[src/rtl/dispense_arbiter_if.sv]
// Booth/dispenser bundle for the dispense arbiter.
// The slave modport is the arbiter, the master modport is the booth/dispenser side.
interface dispense_arbiter_if #(
    parameter int NUM_BOOTHS = 4,
    parameter int CNT_W      = 8,
    parameter int CHG_W      = 8
);
    logic [NUM_BOOTHS-1:0]       req;
    logic [NUM_BOOTHS*CNT_W-1:0] tkt_cnt;
    logic [NUM_BOOTHS*CHG_W-1:0] chg_amt;
    logic                        printer_rdy;
    logic                        hopper_rdy;
    logic [NUM_BOOTHS-1:0]       grant;
    logic [NUM_BOOTHS-1:0]       ack;
    logic                        ticket;
    logic                        one_output;
    logic                        busy;

    // Handshake: the booth holds req until it sees ack. printer_rdy and hopper_rdy
    // are sampled at the edge that starts a cycle. A ticket or one_output pulse in
    // that cycle is one dispensed unit, and the dispenser must accept it.
    modport slave (
        input  req, tkt_cnt, chg_amt, printer_rdy, hopper_rdy,
        output grant, ack, ticket, one_output, busy
    );

    modport master (
        output req, tkt_cnt, chg_amt, printer_rdy, hopper_rdy,
        input  grant, ack, ticket, one_output, busy
    );
endinterface

[src/rtl/dispense_arbiter.sv]
// Round-robin arbiter that shares one ticket printer and one coin hopper between booths.
// It grants a booth, then pulses once per ticket and once per change unit, then acks.
module dispense_arbiter #(
    parameter int NUM_BOOTHS = 4,
    parameter int CNT_W      = 8,
    parameter int CHG_W      = 8
) (
    input  logic                clk,
    input  logic                rst,
    dispense_arbiter_if.slave   io_bus,
    output logic [2:0]          o_dbg_state
);
    localparam int PTR_W = (NUM_BOOTHS > 1) ? $clog2(NUM_BOOTHS) : 1;

    typedef enum logic [2:0] {
        S_IDLE   = 3'd0,
        S_TICKET = 3'd1,
        S_TGAP   = 3'd2,
        S_COIN   = 3'd3,
        S_CGAP   = 3'd4,
        S_DONE   = 3'd5
    } state_t;

    state_t                r_state;
    state_t                w_next;
    logic [PTR_W-1:0]      r_ptr;
    logic [PTR_W-1:0]      w_sel;
    logic [PTR_W-1:0]      w_idx;
    logic                  w_found;
    logic [NUM_BOOTHS-1:0] r_grant;
    logic [NUM_BOOTHS-1:0] r_ack;
    logic [NUM_BOOTHS-1:0] w_grant_next;
    logic                  r_ticket;
    logic                  r_one;
    logic                  r_busy;
    logic [CNT_W-1:0]      r_tkt_left;
    logic [CHG_W-1:0]      r_chg_left;
    logic [CNT_W-1:0]      w_tkt_sel;
    logic [CHG_W-1:0]      w_chg_sel;

    // Scan from farthest to nearest so that the nearest requester after ptr is kept.
    always_comb begin
        w_found = 1'b0;
        w_sel   = '0;
        w_idx   = '0;
        for (int k = NUM_BOOTHS; k >= 1; k--) begin
            w_idx = PTR_W'((int'(r_ptr) + k) % NUM_BOOTHS);
            if (io_bus.req[w_idx]) begin
                w_found = 1'b1;
                w_sel   = w_idx;
            end
        end
    end

    assign w_tkt_sel = io_bus.tkt_cnt[int'(w_sel)*CNT_W +: CNT_W];
    assign w_chg_sel = io_bus.chg_amt[int'(w_sel)*CHG_W +: CHG_W];

    // A pulse is issued on entry to TICKET/COIN, so the state leaves once the pulse is seen.
    always_comb begin
        w_next       = r_state;
        w_grant_next = r_grant;
        case (r_state)
            S_IDLE: begin
                if (w_found) begin
                    w_grant_next = {{(NUM_BOOTHS-1){1'b0}}, 1'b1} << w_sel;
                    if (w_tkt_sel != '0)      w_next = S_TICKET;
                    else if (w_chg_sel != '0) w_next = S_COIN;
                    else                      w_next = S_DONE;
                end
            end
            S_TICKET: if (r_ticket) w_next = S_TGAP;
            S_TGAP: begin
                if (r_tkt_left != '0)      w_next = S_TICKET;
                else if (r_chg_left != '0) w_next = S_COIN;
                else                       w_next = S_DONE;
            end
            S_COIN: if (r_one) w_next = S_CGAP;
            S_CGAP: begin
                if (r_chg_left != '0) w_next = S_COIN;
                else                  w_next = S_DONE;
            end
            S_DONE: begin
                w_next       = S_IDLE;
                w_grant_next = '0;
            end
            default: begin
                w_next       = S_IDLE;
                w_grant_next = '0;
            end
        endcase
    end

    always_ff @(posedge clk or posedge rst) begin
        if (rst) begin
            r_state    <= S_IDLE;
            r_ptr      <= PTR_W'(NUM_BOOTHS - 1);
            r_grant    <= '0;
            r_ack      <= '0;
            r_ticket   <= 1'b0;
            r_one      <= 1'b0;
            r_busy     <= 1'b0;
            r_tkt_left <= '0;
            r_chg_left <= '0;
        end else begin
            r_state  <= w_next;
            r_grant  <= w_grant_next;
            r_ack    <= (w_next == S_DONE) ? w_grant_next : '0;
            r_ticket <= (w_next == S_TICKET) && io_bus.printer_rdy;
            r_one    <= (w_next == S_COIN) && io_bus.hopper_rdy;
            r_busy   <= (w_next != S_IDLE);
            if (r_state == S_IDLE && w_found) begin
                r_ptr      <= w_sel;
                r_tkt_left <= w_tkt_sel;
                r_chg_left <= w_chg_sel;
            end
            if (r_state == S_TICKET && r_ticket && r_tkt_left != '0)
                r_tkt_left <= r_tkt_left - CNT_W'(1);
            if (r_state == S_COIN && r_one && r_chg_left != '0)
                r_chg_left <= r_chg_left - CHG_W'(1);
        end
    end

    assign io_bus.grant      = r_grant;
    assign io_bus.ack        = r_ack;
    assign io_bus.ticket     = r_ticket;
    assign io_bus.one_output = r_one;
    assign io_bus.busy       = r_busy;
    assign o_dbg_state       = r_state;
endmodule

[src/flat_wrapper.sv]
// flat-port wrapper written by rule: the top's interface ports become plain ports
module dispense_arbiter_flat 
#(
    parameter int NUM_BOOTHS = 4,
    parameter int CNT_W      = 8,
    parameter int CHG_W      = 8
)
  (clk, rst, o_dbg_state, io_bus_req, io_bus_tkt_cnt, io_bus_chg_amt, io_bus_printer_rdy, io_bus_hopper_rdy, io_bus_grant, io_bus_ack, io_bus_ticket, io_bus_one_output, io_bus_busy);
  dispense_arbiter_if #(.NUM_BOOTHS(NUM_BOOTHS), .CNT_W(CNT_W), .CHG_W(CHG_W)) io_bus_i ();
  input  logic clk;
  input  logic rst;
  output logic [2:0] o_dbg_state;
  input wire logic [$bits(io_bus_i.req)-1:0] io_bus_req;
  input wire logic [$bits(io_bus_i.tkt_cnt)-1:0] io_bus_tkt_cnt;
  input wire logic [$bits(io_bus_i.chg_amt)-1:0] io_bus_chg_amt;
  input wire logic [$bits(io_bus_i.printer_rdy)-1:0] io_bus_printer_rdy;
  input wire logic [$bits(io_bus_i.hopper_rdy)-1:0] io_bus_hopper_rdy;
  output wire logic [$bits(io_bus_i.grant)-1:0] io_bus_grant;
  output wire logic [$bits(io_bus_i.ack)-1:0] io_bus_ack;
  output wire logic [$bits(io_bus_i.ticket)-1:0] io_bus_ticket;
  output wire logic [$bits(io_bus_i.one_output)-1:0] io_bus_one_output;
  output wire logic [$bits(io_bus_i.busy)-1:0] io_bus_busy;
  assign io_bus_i.req = io_bus_req;
  assign io_bus_i.tkt_cnt = io_bus_tkt_cnt;
  assign io_bus_i.chg_amt = io_bus_chg_amt;
  assign io_bus_i.printer_rdy = io_bus_printer_rdy;
  assign io_bus_i.hopper_rdy = io_bus_hopper_rdy;
  assign io_bus_grant = io_bus_i.grant;
  assign io_bus_ack = io_bus_i.ack;
  assign io_bus_ticket = io_bus_i.ticket;
  assign io_bus_one_output = io_bus_i.one_output;
  assign io_bus_busy = io_bus_i.busy;
  dispense_arbiter #(.NUM_BOOTHS(NUM_BOOTHS), .CNT_W(CNT_W), .CHG_W(CHG_W)) u_core (.clk(clk), .rst(rst), .io_bus(io_bus_i), .o_dbg_state(o_dbg_state));
endmodule
[config.mk]
export PLATFORM = sky130hd
export DESIGN_NAME = dispense_arbiter_flat
export DESIGN_NICKNAME = d
export VERILOG_FILES = /design/src/rtl/dispense_arbiter_if.sv /design/src/rtl/dispense_arbiter.sv /design/src/flat_wrapper.sv
export SDC_FILE = /design/constraint.sdc
export NUM_CORES = 1
export LEC_CHECK = 0
export BUFFER_PORTS_ARGS = -buffer_cell sky130_fd_sc_hd__buf_2
export CAP_MARGIN = 5
export CORE_MARGIN = 5
export CORE_UTILIZATION = 45
export DETAILED_ROUTE_END_ITERATION = 12
export PLACE_DENSITY = 0.75
export SLEW_MARGIN = 20
export SYNTH_ARGS = -nofsm -noshare
export SYNTH_HDL_FRONTEND = slang
export SYNTH_SLANG_ARGS = --single-unit
[constraint.sdc]
create_clock -name clk -period 2.7 [get_ports clk]
set_input_delay 0.405 -clock clk [delete_from_list [all_inputs] [get_ports clk]]
set_output_delay 0.405 -clock clk [all_outputs]
set_load 0.01 [all_outputs]
==> results of run 1 <==
stage by stage:
stage	TNS [ns]	hold WS, ns	total power (µW)	worst slack (ns)	std cells
4_1_cts	-0.00181	0.204	2940	-0.00181	399
2_1_floorplan	0	0.470	2010	0.0803	235
3_5_place_dp	-0.102	0.494	2460	-0.0317	391
3_3_place_gp	0	0.483	2420	0.0530	391
6_report	0	0.182	2990	0.0972	400
5_1_grt	-0.00919	0.228	3220	-0.00899	400
cell usage in the layout (no fill, tap or decap), types with 2 or more instances in the layout:
| cell | netlist | final |
|---|---|---|
| sky130_fd_sc_hd__a221o_1 | 9 | 9 |
| sky130_fd_sc_hd__a21boi_2 | 0 | 2 |
| sky130_fd_sc_hd__nand2b_1 | 9 | 8 |
| sky130_fd_sc_hd__o21ai_0 | 7 | 7 |
| sky130_fd_sc_hd__nor2b_1 | 2 | 2 |
| sky130_fd_sc_hd__a211oi_1 | 2 | 2 |
| sky130_fd_sc_hd__a21oi_1 | 14 | 13 |
| sky130_fd_sc_hd__mux4_2 | 8 | 8 |
| sky130_fd_sc_hd__o311ai_0 | 2 | 2 |
| sky130_fd_sc_hd__or4_1 | 4 | 4 |
| sky130_fd_sc_hd__dfrtp_1 | 30 | 30 |
| sky130_fd_sc_hd__or3_1 | 3 | 2 |
| sky130_fd_sc_hd__nor4b_2 | 2 | 2 |
| sky130_fd_sc_hd__buf_2 | 2 | 85 |
| sky130_fd_sc_hd__dfstp_2 | 2 | 2 |
| sky130_fd_sc_hd__nand3b_1 | 2 | 2 |
| sky130_fd_sc_hd__clkbuf_8 | 0 | 5 |
| sky130_fd_sc_hd__nor4_2 | 1 | 2 |
| sky130_fd_sc_hd__buf_4 | 1 | 9 |
| sky130_fd_sc_hd__mux2i_1 | 16 | 16 |
| sky130_fd_sc_hd__nand2_1 | 24 | 24 |
| sky130_fd_sc_hd__inv_1 | 7 | 7 |
| sky130_fd_sc_hd__nor3b_1 | 2 | 2 |
| sky130_fd_sc_hd__nor2_1 | 23 | 23 |
| sky130_fd_sc_hd__xnor2_1 | 2 | 2 |
| sky130_fd_sc_hd__o211ai_1 | 8 | 8 |
| sky130_fd_sc_hd__ha_1 | 2 | 2 |
| sky130_fd_sc_hd__nor4_1 | 5 | 4 |
| sky130_fd_sc_hd__nand3_1 | 7 | 7 |
| sky130_fd_sc_hd__buf_6 | 2 | 4 |
| sky130_fd_sc_hd__mux2_2 | 5 | 5 |
| sky130_fd_sc_hd__nor3_1 | 4 | 4 |
flip-flops by register name, indices dropped and copies added (netlist names), 2 cells and up:
register / flops
u_core.io_bus.ack: 4
u_core.o_dbg_state: 3
u_core.io_bus.grant: 4
u_core.r_ptr: 2
u_core.r_tkt_left: 8
u_core.r_chg_left: 8
logic make-up (layout without fill, tap and decap cells):
family,Yosys count,after routing,share of synthesized area
compound gates,56,56,0.185
xor+xnor,2,2,0.00766
fa+ha+maj,2,2,0.0109
buf+inv,19,114,0.0405
flops,32,32,0.351
mux,29,29,0.174
simple gates,95,95,0.231
what timing repair did:
action	in CTS	in global routing
pin swaps	0	9
resized for setup	2	8
setup endpoints to repair	4	8
setup buffers	0	1
hold endpoints to repair	0	0
gates cloned	0	0
power by group:
part,switching (µW),leakage [µW],internal (µW)
clock network,185,0.0000552,274
registers,206,0.000397,690
logic,821,0.000957,813
total,1210,0.00141,1780
synthesized netlist by cell type, types with 2 or more instances:
master	n
sky130_fd_sc_hd__a211oi_1	2
sky130_fd_sc_hd__a21boi_1	3
sky130_fd_sc_hd__a21oi_1	14
sky130_fd_sc_hd__a221o_1	9
sky130_fd_sc_hd__buf_2	2
sky130_fd_sc_hd__buf_6	2
sky130_fd_sc_hd__clkbuf_1	6
sky130_fd_sc_hd__dfrtp_1	30
sky130_fd_sc_hd__dfstp_2	2
sky130_fd_sc_hd__ha_1	2
sky130_fd_sc_hd__inv_1	7
sky130_fd_sc_hd__mux2_2	5
sky130_fd_sc_hd__mux2i_1	16
sky130_fd_sc_hd__mux4_2	8
sky130_fd_sc_hd__nand2_1	24
sky130_fd_sc_hd__nand2b_1	9
sky130_fd_sc_hd__nand3_1	7
sky130_fd_sc_hd__nand3b_1	2
sky130_fd_sc_hd__nor2_1	23
sky130_fd_sc_hd__nor2b_1	2
sky130_fd_sc_hd__nor3_1	4
sky130_fd_sc_hd__nor3b_1	2
sky130_fd_sc_hd__nor4_1	5
sky130_fd_sc_hd__nor4b_2	2
sky130_fd_sc_hd__o211ai_1	8
sky130_fd_sc_hd__o21ai_0	7
sky130_fd_sc_hd__o311ai_0	2
sky130_fd_sc_hd__or3_1	3
sky130_fd_sc_hd__or4_1	4
sky130_fd_sc_hd__xnor2_1	2
metal layers:
| layer | share of wire | routed length (µm) |
|---|---|---|
| met5 | 0 | 0 |
| met4 | 0.015 | 95 |
| met3 | 0.056 | 362 |
| met2 | 0.52 | 3360 |
| met1 | 0.41 | 2650 |
worst register-to-register path, cell delays in order, from the launching register on:
cell                        delay, ns
sky130_fd_sc_hd__dfstp_2         0.54
sky130_fd_sc_hd__nand2b_4        0.13
sky130_fd_sc_hd__o21ai_2         0.07
sky130_fd_sc_hd__a211oi_4        0.26
sky130_fd_sc_hd__buf_6           0.18
sky130_fd_sc_hd__mux4_2          0.51
sky130_fd_sc_hd__or3_4           0.41
sky130_fd_sc_hd__nand4bb_4       0.26
sky130_fd_sc_hd__a21boi_1        0.17
final timing paths:
kind | depth (start not counted) | to | slack [ns] | start
max in group asynchronous | 3 | u_core.r_ptr[0]$_DFFE_PP1P_ | 2.18 | rst
max reg2reg | 8 | u_core.io_bus.ack[1]$_DFF_PP0_ | 0.1 | u_core.r_ptr[0]$_DFFE_PP1P_
max | 8 | u_core.io_bus.ack[1]$_DFF_PP0_ | 0.1 | u_core.r_ptr[0]$_DFFE_PP1P_
min | 3 | u_core.r_tkt_left[6]$_DFFE_PP0P_ | 0.18 | rst
min reg2reg | 2 | u_core.r_ptr[0]$_DFFE_PP1P_ | 0.50 | u_core.r_ptr[0]$_DFFE_PP1P_
min in group clk | 3 | u_core.io_bus.one_output$_DFF_PP0_ | 0.34 | io_bus_hopper_rdy
area by class of cell:
cell class | count | area (µm²) | area share
Clock buffer | 6 | 72.6 | 0.0240
Tap cell | 70 | 87.6 | 0.0290
Timing Repair Buffer | 99 | 558 | 0.185
Multi-Input combinational cell | 184 | 1440 | 0.476
Clock inverter | 2 | 35.0 | 0.0116
Inverter | 7 | 26.3 | 0.00870
Sequential cell | 32 | 803 | 0.266
==> results.rst, run 1 <==
.. list-table::
   :header-rows: 1

   * - Metric
     - Value
   * - WL/cell
     - 16.2 µm
   * - Busiest grt layer
     - met2
   * - Die X-Extent
     - 81.3 µm
   * - Post-Route Skew
     - 0.00738 ns
   * - Main synth FF type
     - sky130_fd_sc_hd__dfrtp_1
   * - Die height
     - 81.3 µm
   * - Count of input and output buffers
     - 85
   * - Met1 Resource Use GR
     - 0.261
   * - Top delay family on crit path
     - simple AND/OR/NAND/NOR gates
   * - Syn. warnings
     - 0
   * - CP Max Fanout
     - 6
   * - TritonCTS Buffers
     - 5
   * - Final Wtd Congestion
     - 0.873
   * - Crit path largest cell delay
     - 0.54 ns
   * - Global-route wire length before repair
     - 10,500 µm
   * - Floorplan die area
     - 6610 µm²
   * - Count of clock tree sinks
     - 32
   * - Met2 layer usage reported by global route
     - 0.355
   * - Mean area per synthesized cell
     - 9.73 µm²
   * - Post-Syn Nets
     - 309
   * - Final antenna-violating net count
     - 0
   * - Number of distinct library cells after synthesis
     - 51
   * - Proportion of synthesized chip area in sequential cells
     - 0.351
   * - Required time at the endpoint of the critical path
     - 2.91 ns
   * - Number of diodes
     - 0
   * - Leakage power
     - 0.00141 µW
   * - Top-level port count
     - 86
   * - Core Rows
     - 26
   * - Initial Utilization
     - 0.456
   * - Max_cap viols
     - 0
   * - Post-Route WL
     - 6470 µm
   * - Core Box Area
     - 5010 µm²
   * - Count of fill cells added during filler insertion
     - 449
   * - Clock Tree Buf Depth
     - 2
   * - Overall overflow remaining after global route
     - 0
   * - Critical Path, Cell by Cell
     - nand2b_4, o21ai_2, a211oi_4, buf_6, mux4_2, or3_4, nand4bb_4, a21boi_1
   * - Type of the most critical hold path
     - in -> async
   * - Post-CTS Hold Fix Bufs
     - 0
   * - CTS Root Cell
     - sky130_fd_sc_hd__clkbuf_8
   * - Total of flip-flops plus latches after synthesis
     - 32
   * - Outcome
     - finished clean
   * - Clock Latency Late Sink
     - 0.29 ns
   * - Share of the clock period used by the worst path after layout
     - 0.964
   * - Cell type with the highest aggregate area in the netlist
     - sky130_fd_sc_hd__dfrtp_1
   * - Async set-reset flop share out of synthesis
     - 1.00
   * - Clock tree from TritonCTS
     - yes
   * - Clock slew at the register clock pins of the worst setup and hold paths
     - 0.07 ns
   * - Critical path launch point type
     - register
   * - Slew of the pin with the lowest slew margin
     - 0.802 ns
   * - Crit path kind
     - reg -> reg
   * - Final core utilization
     - 0.603
   * - Final setup violation count
     - 0
   * - Non-Filler Cell Area, Final
     - 3020 µm²
   * - Critical path endpoint category
     - register
   * - Achievable clock frequency
     - 384 MHz
   * - Data arrival, critical path
     - 2.81 ns
   * - Area after detailed placement
     - 2860 µm²
   * - Largest net degree at the start of global routing
     - 33
   * - Portion of synthesized cell area occupied by the leading cell type
     - 0.328
   * - Final HPWL DP
     - 5070 µm
   * - Vias post-DR
     - 2,205
   * - CP max-delay cell
     - sky130_fd_sc_hd__dfstp_2
   * - Area overhead of the layout relative to synthesis
     - 32.2%
   * - Mapped cell area
     - 2290 µm²
   * - Number of detailed-routing iterations run before antenna repair
     - 4
   * - Fraction of layout instances using a drive strength above 1
     - 0.412
   * - Net count reported at finish
     - 403
   * - Final hold viol count
     - 0
   * - Met3 Track Usage GR
     - 0.0477
   * - Buffer and inverter count on the worst path
     - 1
   * - Antenna violations before repair
     - 0
   * - Vias in the first global route
     - 2,265
   * - Post-layout min period
     - 2.60 ns
   * - Normalized max-slew margin
     - 0.460
   * - Number of flops mapped to enable cells by yosys
     - 0
   * - Peak supply drop
     - 0.425 mV
   * - Global Route Usage Sum
     - 0.208
   * - Ratio of total power to cell area
     - 989 nW/µm²
   * - DRC
     - 0
   * - Leading post-synthesis cells by cell area
     - sky130_fd_sc_hd__dfrtp_1 33%, sky130_fd_sc_hd__mux4_2 7.9%, sky130_fd_sc_hd__mux2i_1 7.0%
   * - Syn Inst Count
     - 235
   * - Total number of H-tree levels
     - 2
   * - Number of design-rule violations left by the first detailed-router iteration
     - 114
   * - Vias per Instance
     - 5.51
   * - Max-slew violations
     - 0
No activity file was read; power rests on OpenSTA's default activity.
==> inputs of run 2 (changes only) <==
ABC_AREA = 1   (was not set)
CORE_UTILIZATION = 47   (was 45)
==> results.rst, run 2 <==
.. list-table::
   :header-rows: 1

   * - Metric
     - Value
   * - Critical path launch point type
     - register (unchanged)
   * - CP Max Fanout
     - 9 (was 6)
   * - Critical path endpoint category
     - register (unchanged)
   * - Total number of H-tree levels
     - 2 (unchanged)
   * - Most frequent cell after synthesis
     - sky130_fd_sc_hd__nand2_1 (was sky130_fd_sc_hd__dfrtp_1)
   * - Clock Latency Late Sink
     - 0.28 ns (was 0.29 ns)
   * - Floorplan die area
     - 7410 µm² (was 6610 µm²)
   * - Ratio of total power to cell area
     - 1630 nW/µm² (was 989 nW/µm²)
   * - Number of flops mapped to enable cells by yosys
     - 0 (unchanged)
   * - Main synth FF type
     - sky130_fd_sc_hd__dfrtp_1 (unchanged)
   * - Post-CTS Hold Fix Bufs
     - 0 (unchanged)
   * - Data arrival, critical path
     - 2.82 ns (was 2.81 ns)
   * - Fraction of layout instances using a drive strength above 1
     - 0.284 (was 0.412)
   * - Outcome
     - finished clean (unchanged)
   * - Count of clock tree sinks
     - 32 (unchanged)
   * - DRC
     - 0 (unchanged)
   * - Initial Utilization
     - 0.488 (was 0.456)
   * - Number of detailed-routing iterations run before antenna repair
     - 5 (was 4)
   * - Type of the most critical hold path
     - in -> async (unchanged)
   * - Most common cell after layout, fill and taps aside
     - sky130_fd_sc_hd__nand2_1 (was sky130_fd_sc_hd__buf_2)
   * - Leading post-synthesis cells by cell area
     - sky130_fd_sc_hd__dfrtp_1 28%, sky130_fd_sc_hd__nand2_1 27%, sky130_fd_sc_hd__nand3_1 8.1% (was sky130_fd_sc_hd__dfrtp_1 33%, sky130_fd_sc_hd__mux4_2 7.9%, sky130_fd_sc_hd__mux2i_1 7.0%)
   * - Final hold viol count
     - 0 (unchanged)
   * - Area overhead of the layout relative to synthesis
     - 34.1% (was 32.2%)
   * - Largest net degree at the start of global routing
     - 25 (was 33)
   * - List of most frequent post-synthesis cells
     - 197 x sky130_fd_sc_hd__nand2_1, 47 x sky130_fd_sc_hd__nor2_1, 46 x sky130_fd_sc_hd__inv_1 (was 30 x sky130_fd_sc_hd__dfrtp_1, 24 x sky130_fd_sc_hd__nand2_1, 23 x sky130_fd_sc_hd__nor2_1)
   * - Top flop regs
     - u_core.r_chg_left x8, u_core.r_tkt_left x8 (unchanged)
   * - CTS Root Cell
     - sky130_fd_sc_hd__clkbuf_8 (unchanged)
   * - Vias post-DR
     - 3,275 (was 2,205)
   * - Post-Route Skew
     - 0.00541 ns (was 0.00738 ns)
   * - Async set-reset flop share out of synthesis
     - 1.00 (unchanged)
   * - Final setup violation count
     - 0 (unchanged)
   * - Total of flip-flops plus latches after synthesis
     - 32 (unchanged)
   * - Antenna violations before repair
     - 0 (unchanged)
   * - Unrepaired setup endpoints after global routing
     - yes
   * - FF-to-FF path depth
     - 21 (was 8)
   * - Required time at the endpoint of the critical path
     - 2.87 ns (was 2.91 ns)
   * - Core Rows
     - 27 (was 26)
   * - Normalized max-slew margin
     - 0.496 (was 0.460)
   * - Slew of the pin with the lowest slew margin
     - 0.755 ns (was 0.802 ns)
   * - Mean area per synthesized cell
     - 5.94 µm² (was 9.73 µm²)
   * - Crit path kind
     - reg -> reg (unchanged)
   * - Area after detailed placement
     - 3270 µm² (was 2860 µm²)
   * - Vias in the first global route
     - 2,973 (was 2,265)
   * - Proportion of synthesized chip area in sequential cells
     - 0.295 (was 0.351)
   * - Count of fill cells added during filler insertion
     - 544 (was 449)
   * - Most used cells in the layout excluding fill and tap cells
     - 188 x sky130_fd_sc_hd__nand2_1, 85 x sky130_fd_sc_hd__buf_2, 46 x sky130_fd_sc_hd__inv_1 (was 85 x sky130_fd_sc_hd__buf_2, 30 x sky130_fd_sc_hd__dfrtp_1, 24 x sky130_fd_sc_hd__nand2_1)
   * - Portion of synthesized cell area occupied by the leading cell type
     - 0.276 (was 0.328)
   * - Top-level port count
     - 86 (unchanged)
   * - Worst reg2reg endpoint
     - u_core.io_bus.ticket$_DFF_PP0_ (was u_core.io_bus.ack[1]$_DFF_PP0_)
   * - Leakage power
     - 0.00206 µW (was 0.00141 µW)
   * - Flop-to-flop setup slack
     - 0.05 ns (was 0.1 ns)
   * - Number of diodes
     - 0 (unchanged)
   * - Final antenna-violating net count
     - 0 (unchanged)
   * - Reg-to-reg startpoint
     - u_core.r_ptr[0]$_DFFE_PP1P_ (unchanged)
   * - Overall overflow remaining after global route
     - 0 (unchanged)
   * - Number of design-rule violations left by the first detailed-router iteration
     - 259 (was 114)
   * - Max_cap viols
     - 0 (unchanged)
   * - Clock slew at the register clock pins of the worst setup and hold paths
     - 0.07 ns (about the same)
   * - Post-layout min period
     - 2.65 ns (was 2.60 ns)
   * - Die height
     - 86.1 µm (was 81.3 µm)
   * - Clock tree from TritonCTS
     - yes (unchanged)
   * - WL/cell
     - 13.0 µm (was 16.2 µm)
   * - Net count reported at finish
     - 633 (was 403)
   * - Vias per Instance
     - 5.18 (was 5.51)
   * - Share of the clock period used by the worst path after layout
     - 0.980 (was 0.964)
   * - Global-route wire length before repair
     - 13,000 µm (was 10,500 µm)
   * - Core Box Area
     - 5570 µm² (was 5010 µm²)
   * - Clock Tree Buf Depth
     - 2 (unchanged)
   * - Final HPWL DP
     - 6100 µm (was 5070 µm)
   * - Syn Inst Count
     - 458 (was 235)
   * - Peak supply drop
     - 1.02 mV (was 0.425 mV)
   * - Cell type with the highest aggregate area in the netlist
     - sky130_fd_sc_hd__dfrtp_1 (unchanged)
   * - Post-Syn Nets
     - 532 (was 309)
   * - Post-Route WL
     - 8190 µm (was 6470 µm)
   * - Syn. warnings
     - 0 (unchanged)
   * - TritonCTS Buffers
     - 5 (unchanged)
   * - Total power draw
     - 5930 µW (was 2990 µW)
   * - Non-Filler Cell Area, Final
     - 3650 µm² (was 3020 µm²)
   * - Max-slew violations
     - 0 (unchanged)
   * - Count of input and output buffers
     - 85 (unchanged)
   * - Number of distinct library cells after synthesis
     - 34 (was 51)
   * - Die X-Extent
     - 86.1 µm (was 81.3 µm)
   * - Mapped cell area
     - 2720 µm² (was 2290 µm²)
   * - Achievable clock frequency
     - 378 MHz (was 384 MHz)
   * - Final Wtd Congestion
     - 0.933 (was 0.873)
   * - Setup TNS
     - 0 ns (unchanged)
   * - Global Route Usage Sum
     - 0.214 (was 0.208)
run 2: cell types whose count changed in the layout (fill, tap and decap cells not counted), moves of 7 or more:
cell / before / now
sky130_fd_sc_hd__a221o_1: 9 / 0
sky130_fd_sc_hd__inv_1: 7 / 46
sky130_fd_sc_hd__mux2i_1: 16 / 0
sky130_fd_sc_hd__mux4_2: 8 / 0
sky130_fd_sc_hd__nand2_1: 24 / 188
sky130_fd_sc_hd__nand2_2: 0 / 12
sky130_fd_sc_hd__nand2b_1: 8 / 0
sky130_fd_sc_hd__nand3_1: 7 / 38
sky130_fd_sc_hd__nor2_1: 23 / 40
sky130_fd_sc_hd__nor2_2: 0 / 7
run 2: metrics by stage:
stage	hold WS, ns	util	setup slack (ns)	cells
2_1_floorplan	0.439	-	0.314	458
3_3_place_gp	0.459	0.587	0.0945	616
3_5_place_dp	0.464	0.587	0.00974	616
4_1_cts	0.274	0.608	0.0882	624
5_1_grt	0.313	0.654	-0.157	632
6_report	0.243	0.654	0.0528	632
run 2: cells by family after synthesis:
logic type	synth area share
AND/OR/NAND/NOR	0.486
buffers and inverters	0.107
AO/OA/AOI/OAI	0.0957
flip-flops	0.295
XOR/XNOR	0.00644
adder cells (fa/ha/maj)	0.00920
run 2: how the worst max path moves through the flow:
stage | startpoint | endpoint | slack [ns] | cells after the start
after floorplan | u_core.r_ptr[0]$_DFFE_PP1P_ | u_core.io_bus.ticket$_DFF_PP0_ | 0.31 | 23
after global placement | u_core.r_ptr[0]$_DFFE_PP1P_ | u_core.io_bus.busy$_DFF_PP0_ | 0.09 | 20
after detailed placement | u_core.r_ptr[0]$_DFFE_PP1P_ | u_core.io_bus.busy$_DFF_PP0_ | 0.01 | 20
after CTS | u_core.r_ptr[0]$_DFFE_PP1P_ | u_core.io_bus.ack[0]$_DFF_PP0_ | 0.09 | 19
after global routing | u_core.r_ptr[0]$_DFFE_PP1P_ | u_core.io_bus.ack[2]$_DFF_PP0_ | -0.16 | 22
final | u_core.r_ptr[0]$_DFFE_PP1P_ | u_core.io_bus.ticket$_DFF_PP0_ | 0.05 | 21
run 2: timing repair:
item | 4_1_cts | 5_1_grt
pin swaps | 0 | 17
gates cloned | 0 | 2
buffers inserted | 0 | 6
setup endpoints to repair | 3 | 9
gates resized for setup | 1 | 47
run 2: cell type report:
cell class / count / area, µm² / share of cell area
repair buffers: 109 / 688 / 0.189
flip-flops and latches: 32 / 803 / 0.220
clock inverters: 2 / 35.0 / 0.00961
well taps: 72 / 90.1 / 0.0247
multi-input cells: 358 / 1750 / 0.479
inverters: 53 / 211 / 0.0580
clock buffers: 6 / 72.6 / 0.0199
run 2: worst max-delay path, cell delays in order, from the launching register on:
cell and delay, ns:
sky130_fd_sc_hd__dfstp_2 0.60, sky130_fd_sc_hd__inv_6 0.07, sky130_fd_sc_hd__nand2_1 0.07, sky130_fd_sc_hd__nand2_2 0.08, sky130_fd_sc_hd__nand2_2 0.09, sky130_fd_sc_hd__nand2_1 0.07, sky130_fd_sc_hd__nand2_2 0.09, sky130_fd_sc_hd__nand2_2 0.08
sky130_fd_sc_hd__nand2_4 0.11, sky130_fd_sc_hd__nand2_8 0.10, sky130_fd_sc_hd__buf_6 0.15, sky130_fd_sc_hd__buf_4 0.14, sky130_fd_sc_hd__nand3_1 0.06, sky130_fd_sc_hd__nand2_1 0.07, sky130_fd_sc_hd__nor2_2 0.14, sky130_fd_sc_hd__nand2_1 0.08
sky130_fd_sc_hd__nor2_1 0.14, sky130_fd_sc_hd__nand3_2 0.11, sky130_fd_sc_hd__nor2_4 0.12, sky130_fd_sc_hd__nor2_4 0.06, sky130_fd_sc_hd__nand3_1 0.07, sky130_fd_sc_hd__nor2_1 0.05
run 2: where the power goes:
part	switching (µW)	total, µW	internal, µW
clock	180	453	274
sequential	147	834	688
combinational	2810	4640	1830
run 2: routing by layer:
metal  wire length [µm]  global-route usage  vias to the layer above
met3                426              0.0384                       15
li1                   -                   -                     1665
met4                115              0.0547                        0
met1               3420               0.269                     1490
met2               4230               0.376                      105
met5                  0                   0                        -
==> inputs of run 3 (changes only) <==
SETUP_SLACK_MARGIN = 0.15   (was not set)
==> results.rst, run 3 (synthesis results as in run 2) <==
.. list-table::
   :header-rows: 1

   * - Metric
     - Value
   * - Overall overflow remaining after global route
     - 0 (unchanged)
   * - Number of design-rule violations left by the first detailed-router iteration
     - 293 (was 259)
   * - Outcome
     - finished clean (unchanged)
   * - Number of detailed-routing iterations run before antenna repair
     - 5 (unchanged)
   * - Global-route wire length before repair
     - 13,000 µm (about the same)
   * - Share of total power in the clock network
     - 0.075 (was 0.076)
   * - Normalized max-slew margin
     - 0.489 (was 0.496)
   * - Combinational power share
     - 0.784 (was 0.783)
   * - FF/Latch Area
     - 803 µm² (unchanged)
   * - Initial Utilization
     - 0.488 (unchanged)
   * - Area overhead of the layout relative to synthesis
     - 35.2% (was 34.1%)
   * - Clock tree from TritonCTS
     - yes (unchanged)
   * - TritonCTS Buffers
     - 5 (unchanged)
   * - Top-level port count
     - 86 (unchanged)
   * - Achievable clock frequency
     - 380 MHz (was 378 MHz)
   * - Count of input and output buffers
     - 85 (unchanged)
   * - Final Wtd Congestion
     - 0.933 (unchanged)
   * - Required time at the endpoint of the critical path
     - 2.92 ns (was 2.87 ns)
   * - Most common cell after layout, fill and taps aside
     - sky130_fd_sc_hd__nand2_1 (unchanged)
   * - Type of the most critical hold path
     - in -> async (unchanged)
   * - Net count reported at finish
     - 633 (unchanged)
   * - Core Rows
     - 27 (unchanged)
   * - Largest net degree at the start of global routing
     - 25 (unchanged)
   * - Antenna violations before repair
     - 0 (unchanged)
   * - Placed insts
     - 616 (unchanged)
   * - Die X-Extent
     - 86.1 µm (unchanged)
   * - Data arrival, critical path
     - 2.85 ns (was 2.82 ns)
   * - Die height
     - 86.1 µm (unchanged)
   * - Net switching power
     - 3210 µW (was 3140 µW)
   * - Smallest setup slack after layout
     - 0.0712 ns (was 0.0528 ns)
   * - Post-Route WL
     - 8330 µm (was 8190 µm)
   * - Peak supply drop
     - 1.04 mV (was 1.02 mV)
   * - Fraction of layout instances using a drive strength above 1
     - 0.316 (was 0.284)
   * - Final hold viol count
     - 0 (unchanged)
   * - Crit path kind
     - reg -> reg (unchanged)
   * - Final hold slack
     - 0.249 ns (was 0.243 ns)
   * - Clock Latency Late Sink
     - 0.28 ns (about the same)
   * - Max-slew violations
     - 0 (unchanged)
   * - Global Route Usage Sum
     - 0.215 (was 0.214)
   * - Final antenna-violating net count
     - 0 (unchanged)
   * - Sw Share
     - 0.535 (was 0.529)
   * - Core Box Area
     - 5570 µm² (unchanged)
   * - Final HPWL DP
     - 6100 µm (unchanged)
   * - Top flop regs
     - u_core.r_chg_left x8, u_core.r_tkt_left x8 (unchanged)
   * - Critical path endpoint category
     - register (unchanged)
   * - Multi-input combinational cell area
     - 1790 µm² (was 1750 µm²)
   * - Post-Route Skew
     - 0.00489 ns (was 0.00541 ns)
   * - Post-layout min period
     - 2.63 ns (was 2.65 ns)
   * - Post-CTS Hold Fix Bufs
     - 0 (unchanged)
   * - Critical path launch point type
     - register (unchanged)
   * - Leakage power
     - 0.00205 µW (was 0.00206 µW)
   * - Vias per Instance
     - 5.22 (was 5.18)
   * - Vias in the first global route
     - 3,023 (was 2,973)
   * - CP Max Fanout
     - 8 (was 9)
   * - Clock Tree Buf Depth
     - 2 (unchanged)
   * - Part of the total power dissipated in sequential elements
     - 0.141 (about the same)
   * - Number of diodes
     - 0 (unchanged)
   * - Total number of H-tree levels
     - 2 (unchanged)
   * - Slew of the pin with the lowest slew margin
     - 0.765 ns (was 0.755 ns)
   * - Flop-to-flop setup slack
     - 0.07 ns (was 0.05 ns)
   * - Clock slew at the register clock pins of the worst setup and hold paths
     - 0.07 ns (about the same)
   * - Setup TNS
     - 0 ns (unchanged)
   * - Total power draw
     - 6000 µW (was 5930 µW)
   * - Vias post-DR
     - 3,297 (was 3,275)
   * - CTS Root Cell
     - sky130_fd_sc_hd__clkbuf_8 (unchanged)
   * - Max_cap viols
     - 0 (unchanged)
   * - Final setup violation count
     - 0 (unchanged)
   * - Setup slack after placement
     - 0.00974 ns (unchanged)
   * - Share of the clock period used by the worst path after layout
     - 0.974 (was 0.980)
   * - DRC
     - 0 (unchanged)
   * - Floorplan die area
     - 7410 µm² (unchanged)
   * - Final std cells w/o fill
     - 632 (unchanged)
   * - Most used cells in the layout excluding fill and tap cells
     - 173 x sky130_fd_sc_hd__nand2_1, 85 x sky130_fd_sc_hd__buf_2, 45 x sky130_fd_sc_hd__inv_1 (was 188 x sky130_fd_sc_hd__nand2_1, 85 x sky130_fd_sc_hd__buf_2, 46 x sky130_fd_sc_hd__inv_1)
   * - Count of fill cells added during filler insertion
     - 536 (was 544)
   * - Unrepaired setup endpoints after global routing
     - yes (unchanged)
   * - WL/cell
     - 13.2 µm (was 13.0 µm)
   * - Ratio of total power to cell area
     - 1630 nW/µm² (about the same)
   * - Pint
     - 2790 µW (about the same)
   * - Count of clock tree sinks
     - 32 (unchanged)
==> run 3: routing by layer <==
| layer | global-route usage | vias to the layer above | part of all wire |
|---|---|---|---|
| met5 | 0 | - | 0 |
| met4 | 0.0647 | 0 | 0.013 |
| met3 | 0.0432 | 14 | 0.043 |
| met2 | 0.381 | 98 | 0.52 |
| met1 | 0.262 | 1515 | 0.42 |
| li1 | - | 1670 | - |
==> run 3: power by group through the flow <==
stage          clock network, µW  logic [µW]  registers, µW
3_3_place_gp                   0        3750            827
6_report                     450        4700            845
3_5_place_dp                   0        3820            833
4_1_cts                      456        3940            826
2_1_floorplan                  0        2880            834
5_1_grt                      485        5220            874
==> run 3: area by class of cell <==
class                      instances  area share
clock buffer                       6      0.0197
timing repair buffer             107       0.182
multi-input combinational        359       0.488
timing repair inverter             1     0.00170
inverter                          53      0.0562
tap                               72      0.0245
sequential                        32       0.219
clock inverter                     2     0.00953
==> run 3: final timing paths <==
kind | start | to | cells after the start
worst max-delay path | u_core.r_ptr[0]$_DFFE_PP1P_ | u_core.io_bus.ack[1]$_DFF_PP0_ | 20
worst min-delay path | rst | u_core.io_bus.grant[3]$_DFF_PP0_ | 2
worst max register to register | u_core.r_ptr[0]$_DFFE_PP1P_ | u_core.io_bus.ack[1]$_DFF_PP0_ | 20
worst min register to register | u_core.r_chg_left[0]$_DFFE_PP0P_ | u_core.r_chg_left[0]$_DFFE_PP0P_ | 1
max in group asynchronous | rst | u_core.o_dbg_state[0]$_DFF_PP0_ | 3
min in group clk | io_bus_hopper_rdy | u_core.io_bus.one_output$_DFF_PP0_ | 3
==> run 3: timing repair <==
action | 4_1_cts | 5_1_grt
pin swaps | 1 | 7
setup endpoints to repair | 9 | 9
gates resized for setup | 9 | 50
setup buffers | 0 | 4
cloned | 0 | 4
==> run 3: worst max-delay path: stages (launching register included) <==
cell,delay (ns)
sky130_fd_sc_hd__dfstp_2,0.63
sky130_fd_sc_hd__clkinv_4,0.11
sky130_fd_sc_hd__nand2_2,0.08
sky130_fd_sc_hd__nand2_2,0.07
sky130_fd_sc_hd__nand2_2,0.09
sky130_fd_sc_hd__nand2_2,0.08
sky130_fd_sc_hd__inv_2,0.08
sky130_fd_sc_hd__nand2_2,0.08
sky130_fd_sc_hd__nand2_4,0.12
sky130_fd_sc_hd__nand2_8,0.10
sky130_fd_sc_hd__clkbuf_16,0.17
sky130_fd_sc_hd__nand2_1,0.05
sky130_fd_sc_hd__nand2_1,0.04
sky130_fd_sc_hd__nand2_1,0.05
sky130_fd_sc_hd__nand3_1,0.09
sky130_fd_sc_hd__nor2_1,0.14
sky130_fd_sc_hd__nand2_2,0.08
sky130_fd_sc_hd__nor2_4,0.15
sky130_fd_sc_hd__a31oi_2,0.13
sky130_fd_sc_hd__buf_4,0.16
sky130_fd_sc_hd__nor2_1,0.08
==> run 3: through the flow <==
step                      instance area [µm²]  utilization
after CTS                                3420        0.614
after global placement                   3270        0.587
after global routing                     3680        0.659
final                                    3680        0.659
after floorplan                          2720            -
after detailed placement                 3270        0.587
